[src/rtl/vga_sync_gen.sv]
// VGA timing generator: clock-enable divider plus horizontal/vertical pixel counters,
// with registered active-low syncs aligned to the counters and decoded video/frame flags.
module vga_sync_gen #(
  parameter int H_DISPLAY = 640,
  parameter int H_FRONT   = 16,
  parameter int H_SYNC    = 96,
  parameter int H_BACK    = 48,
  parameter int V_DISPLAY = 480,
  parameter int V_FRONT   = 10,
  parameter int V_SYNC    = 2,
  parameter int V_BACK    = 33,
  parameter int DIV       = 4
) (
  input  logic       clk,
  input  logic       reset,
  output logic       hsync,
  output logic       vsync,
  output logic       video_on,
  output logic       p_tick,
  output logic [9:0] pixel_x,
  output logic [9:0] pixel_y,
  output logic       frame_start
);

  localparam int H_TOTAL = H_DISPLAY + H_FRONT + H_SYNC + H_BACK;
  localparam int V_TOTAL = V_DISPLAY + V_FRONT + V_SYNC + V_BACK;
  localparam int DW      = (DIV > 1) ? $clog2(DIV) : 1;

  localparam logic [DW-1:0] DIV_MAX = DW'(DIV - 1);
  localparam logic [DW-1:0] DIV_ONE = DW'(1);
  localparam logic [9:0]    H_MAX   = 10'(H_TOTAL - 1);
  localparam logic [9:0]    V_MAX   = 10'(V_TOTAL - 1);
  localparam logic [9:0]    H_VIS   = 10'(H_DISPLAY);
  localparam logic [9:0]    V_VIS   = 10'(V_DISPLAY);
  localparam logic [9:0]    HS_LO   = 10'(H_DISPLAY + H_FRONT);
  localparam logic [9:0]    HS_HI   = 10'(H_DISPLAY + H_FRONT + H_SYNC - 1);
  localparam logic [9:0]    VS_LO   = 10'(V_DISPLAY + V_FRONT);
  localparam logic [9:0]    VS_HI   = 10'(V_DISPLAY + V_FRONT + V_SYNC - 1);

  logic [DW-1:0] r_div;
  logic [9:0]    r_x;
  logic [9:0]    r_y;
  logic          r_hsync;
  logic          r_vsync;

  logic          w_tick;
  logic          w_x_last;
  logic          w_y_last;
  logic [9:0]    w_x_next;
  logic [9:0]    w_y_next;

  always_comb begin
    w_tick   = (r_div == DIV_MAX);
    w_x_last = (r_x == H_MAX);
    w_y_last = (r_y == V_MAX);
    w_x_next = r_x;
    w_y_next = r_y;
    if (w_tick) begin
      w_x_next = w_x_last ? 10'd0 : r_x + 10'd1;
      if (w_x_last) begin
        w_y_next = w_y_last ? 10'd0 : r_y + 10'd1;
      end
    end
  end

  // Syncs are decoded from the next counter values so they switch on the same edge as the counters.
  always_ff @(posedge clk) begin
    if (reset) begin
      r_div   <= '0;
      r_x     <= '0;
      r_y     <= '0;
      r_hsync <= 1'b1;
      r_vsync <= 1'b1;
    end else begin
      r_div   <= w_tick ? '0 : r_div + DIV_ONE;
      r_x     <= w_x_next;
      r_y     <= w_y_next;
      r_hsync <= !((w_x_next >= HS_LO) && (w_x_next <= HS_HI));
      r_vsync <= !((w_y_next >= VS_LO) && (w_y_next <= VS_HI));
    end
  end

  assign p_tick      = w_tick;
  assign pixel_x     = r_x;
  assign pixel_y     = r_y;
  assign hsync       = r_hsync;
  assign vsync       = r_vsync;
  assign video_on    = (r_x < H_VIS) && (r_y < V_VIS);
  assign frame_start = w_tick && w_x_last && w_y_last;

endmodule

[config.mk]
export PLATFORM = sky130hd
export DESIGN_NAME = vga_sync_gen
export DESIGN_NICKNAME = d
export VERILOG_FILES = /design/src/rtl/vga_sync_gen.sv
export SDC_FILE = /design/constraint.sdc
export NUM_CORES = 1
export LEC_CHECK = 0
export ABC_AREA = 1
export CAP_MARGIN = 20
export CELL_PAD_IN_SITES_DETAIL_PLACEMENT = 2
export CELL_PAD_IN_SITES_GLOBAL_PLACEMENT = 2
export CORE_ASPECT_RATIO = 1.1
export CORE_MARGIN = 5
export CORE_UTILIZATION = 30
export CTS_CLUSTER_SIZE = 25
export DETAILED_ROUTE_END_ITERATION = 16
export GPL_ROUTABILITY_DRIVEN = 0
export GPL_TIMING_DRIVEN = 0
export PLACE_DENSITY_LB_ADDON = 0.1
export SYNTH_ARGS = -nofsm -noshare
export SYNTH_HDL_FRONTEND = slang
export SYNTH_SLANG_ARGS = --single-unit
[constraint.sdc]
create_clock -name clk -period 3.3 [get_ports clk]
set_input_delay 0.495 -clock clk [delete_from_list [all_inputs] [get_ports clk]]
set_output_delay 0.495 -clock clk [all_outputs]
set_load 0.01 [all_outputs]
==> flow_metrics.env <==
export IMPL_status="complete, no violations"
export IMPL_wl_per_cell_microns=15.5
export IMPL_synth_seq_cells=24
export IMPL_r2r_end="hsync"
export IMPL_die_x_microns=75.1
export IMPL_hpwlAfterDp_mm=3.73
export IMPL_slowest_stage="clkdlybuf4s50_1"
export IMPL_r2r_worst_path_cells=9
export IMPL_rsz0062_at_grt="no"
export IMPL_fin_setup_tns_ns=0
export IMPL_cp_cell_sequence="ha_1 > nand2_2 > nor2_4 > nand4_2 > nor2_1 > clkdlybuf4s50_1"
export IMPL_post_route_min_period_ns=2.57
export IMPL_numCtsBuffers=3
export IMPL_drv_cap=0
export IMPL_maxSlewHeadroom_pct=64.0
export IMPL_slowest_delay_ns=0.55
export IMPL_hold_viol=0
export IMPL_wl_mm=4.49
export IMPL_h_tree_depth=1
export IMPL_power_frac_clock_pct=37.9
export IMPL_drive_above_1_share_pct=11.1
export IMPL_grt_pass1_wl_mm=7.22
export IMPL_ys_async_sr_fraction_pct=0
export IMPL_worstHoldStart="r_div[0]"
export IMPL_cts_clk_slew_worst_paths_ns=0.08
export IMPL_worst_slew_pin_slew_ns=0.540
export IMPL_stdcell_area_sq_mm=0.00178
export IMPL_post_cts_buffers=0
export IMPL_area_growth_synth_to_final_pct=27.5
export IMPL_cts_resized_gates=0
export IMPL_die_y_microns=81.6
export IMPL_synth_edff_count=0
export IMPL_muxShareOfSynthArea_pct=0
export IMPL_grt_pass1_vias=1548
export IMPL_yosysWarnings=0
export IMPL_dpl_cell_area_sq_mm=0.00173
export IMPL_core_sq_mm=0.00459
export IMPL_routed_via_density=4.84
export IMPL_synth_top_family_by_area="simple AND/OR/NAND/NOR gates"
export IMPL_grt_max_degree=14
export IMPL_ctsLongestPathBuffers=2
export IMPL_fin_crit_sh_pct=77.8
export IMPL_vdd_ir_drop_max_uv=116
export IMPL_synthAdderAreaFrac_pct=3.58
export IMPL_fin_nets=241
export IMPL_regArea_sq_um=480
export IMPL_finalMaxSlewViolations=0
export IMPL_io_pins=27
export IMPL_grt_remaining_overflow=0
export IMPL_setup_violations=0
export IMPL_cts_hold_buf=0
export IMPL_rows=26
export IMPL_ys_seq_area_share_pct=34.3
export IMPL_syn_cell_area_sq_mm=0.00140
export IMPL_detail_route_antenna_nets=0
export IMPL_yosys_area_share_simple_pct=44.5
export IMPL_cts_num_sinks=24
export IMPL_drc_errors=0
export IMPL_layout_commonest_cell="nand2_1"
export IMPL_crit_path_max_fanout=8
export IMPL_num_antenna_cells=0
export IMPL_synthFlopType="dfxtp_1"
export IMPL_root_buffer="clkbuf_8"
export IMPL_r2r_slack_ns=1.48
export IMPL_p_per_area_mw_per_mm2=293
export IMPL_r2r_start="r_div[0]"
export IMPL_cts_tree="done"
export IMPL_leakagePower_nw=0.712
export IMPL_combPwrFrac_pct=5.4
export IMPL_synth_avg_cell_area_sq_um=6.86
export IMPL_pwr_share_seq_pct=56.7
export IMPL_drt_pre_antenna_iters=4
export IMPL_multi_input_area_sq_um=802
export IMPL_hold_depth=1
export IMPL_max_freq_mhz=389
export IMPL_p_int_uw=411
export IMPL_cp_data_arrival_time_ns=2.07
export IMPL_portBuffers=26
export IMPL_power_uw=523
export IMPL_synth_compound_area_share_pct=7.33
export IMPL_nFillCells=552
export IMPL_gr_usage_all_layers_pct=15.3
export IMPL_fin_skew_ns=0.00747
export IMPL_mostFrequentLayoutCells="nand2_1, nor2_1, clkdlybuf4s50_1"
export IMPL_swShare_pct=21.4
export IMPL_synth_xor_area_share_pct=1.88
export IMPL_antenna_found_initial=0
export IMPL_routed_via_count=1403
export IMPL_cp_start_kind="flop"
export IMPL_dr_first_iter_drc_count=43
export IMPL_cp_data_required_time_ns=2.80
export IMPL_insertion_delay_ns=0.26
export IMPL_syn_num_nets=210
export IMPL_path_class="reg2out"
export IMPL_start_util_pct=30.5
export IMPL_hp_class="reg2reg"
export IMPL_endpoint_kind="output pin"
export IMPL_post_route_util_pct=38.9
export IMPL_min_to="r_div[0]"
export IMPL_synth_cell_types=31
export IMPL_dieArea_sq_mm=0.00613
export IMPL_p_sw_uw=112
export IMPL_synthCells=204
-- worst max-delay path: cells and delay by family, from the launching register on --
family | cells | cell delay (ns)
fa+ha+maj | 1 | 0.23
buf+inv | 1 | 0.55
flops | 1 | 0.40
simple gates | 4 | 0.65
-- per-layer routing --
metal | GRT usage [%] | part of all wire, % | vias up
met1 | 17.0 | 42 | 680
met2 | 30.4 | 55 | 15
li1 | - | - | 706
met4 | 3.20 | 0.47 | 0
met3 | 1.59 | 2.1 | 2
met5 | 0 | 0 | -
-- synth_stat cells (all sizes together) (2+ instances only) --
cell type | n | area, sq um
o21ai | 11 | 58.8
inv | 25 | 96.3
nor2 | 38 | 199
dfxtp | 24 | 480
nand3 | 20 | 118
nor3 | 4 | 20.0
ha | 4 | 50.1
xnor2 | 2 | 17.5
nand4 | 5 | 37.5
a21oi | 5 | 28.8
nand2 | 59 | 241
-- power by group through the flow --
| stage | combinational (mW) | clock [mW] | sequential (mW) |
|---|---|---|---|
| after CTS | 0.0293 | 0.209 | 0.296 |
| after detailed placement | 0.0289 | 0 | 0.303 |
| final | 0.0285 | 0.198 | 0.296 |
| after floorplan | 0.0178 | 0 | 0.303 |
| after global routing | 0.0317 | 0.222 | 0.297 |
| after global placement | 0.0280 | 0 | 0.303 |
-- area by class of cell --
class,instances,share of cell area [%]
Multi-Input combinational cell,152,45.0
Tap cell,56,3.93
Inverter,26,5.68
Buffer,2,0.842
Sequential cell,24,26.9
Clock buffer,4,3.09
Timing Repair Buffer,26,14.6
-- logic make-up after synthesis --
| family | after synthesis |
|---|---|
| AND/OR/NAND/NOR | 127 |
| adder cells (fa/ha/maj) | 4 |
| buffers and inverters | 28 |
| flip-flops | 24 |
| XOR/XNOR | 3 |
| AO/OA/AOI/OAI | 18 |
-- sequential cells by signal (all words and copies together), names as in the netlist --
| name | flops |
|---|---|
| pixel_x | 10 |
| r_div | 2 |
| hsync | 1 |
| vsync | 1 |
| pixel_y | 10 |
-- metrics by stage --
stage / cells / setup WS [ns] / hold WS [ns]
after global placement: 286 / 1.02 / 0.405
after detailed placement: 286 / 0.994 / 0.431
final: 290 / 0.732 / 0.434
after floorplan: 204 / 1.59 / 0.397
after global routing: 290 / 0.536 / 0.476
after CTS: 290 / 0.687 / 0.444
-- worst max path at each step --
stage,startpoint,to,slack (ns),cells past startpoint
2_1_floorplan,pixel_x[0],frame_start,1.59,5
3_3_place_gp,pixel_x[0],frame_start,1.02,6
3_5_place_dp,pixel_x[0],frame_start,0.99,6
4_1_cts,pixel_x[0],frame_start,0.69,6
5_1_grt,pixel_x[0],frame_start,0.54,6
6_report,pixel_x[0],frame_start,0.73,6
No activity file was read; power rests on OpenSTA's default activity.
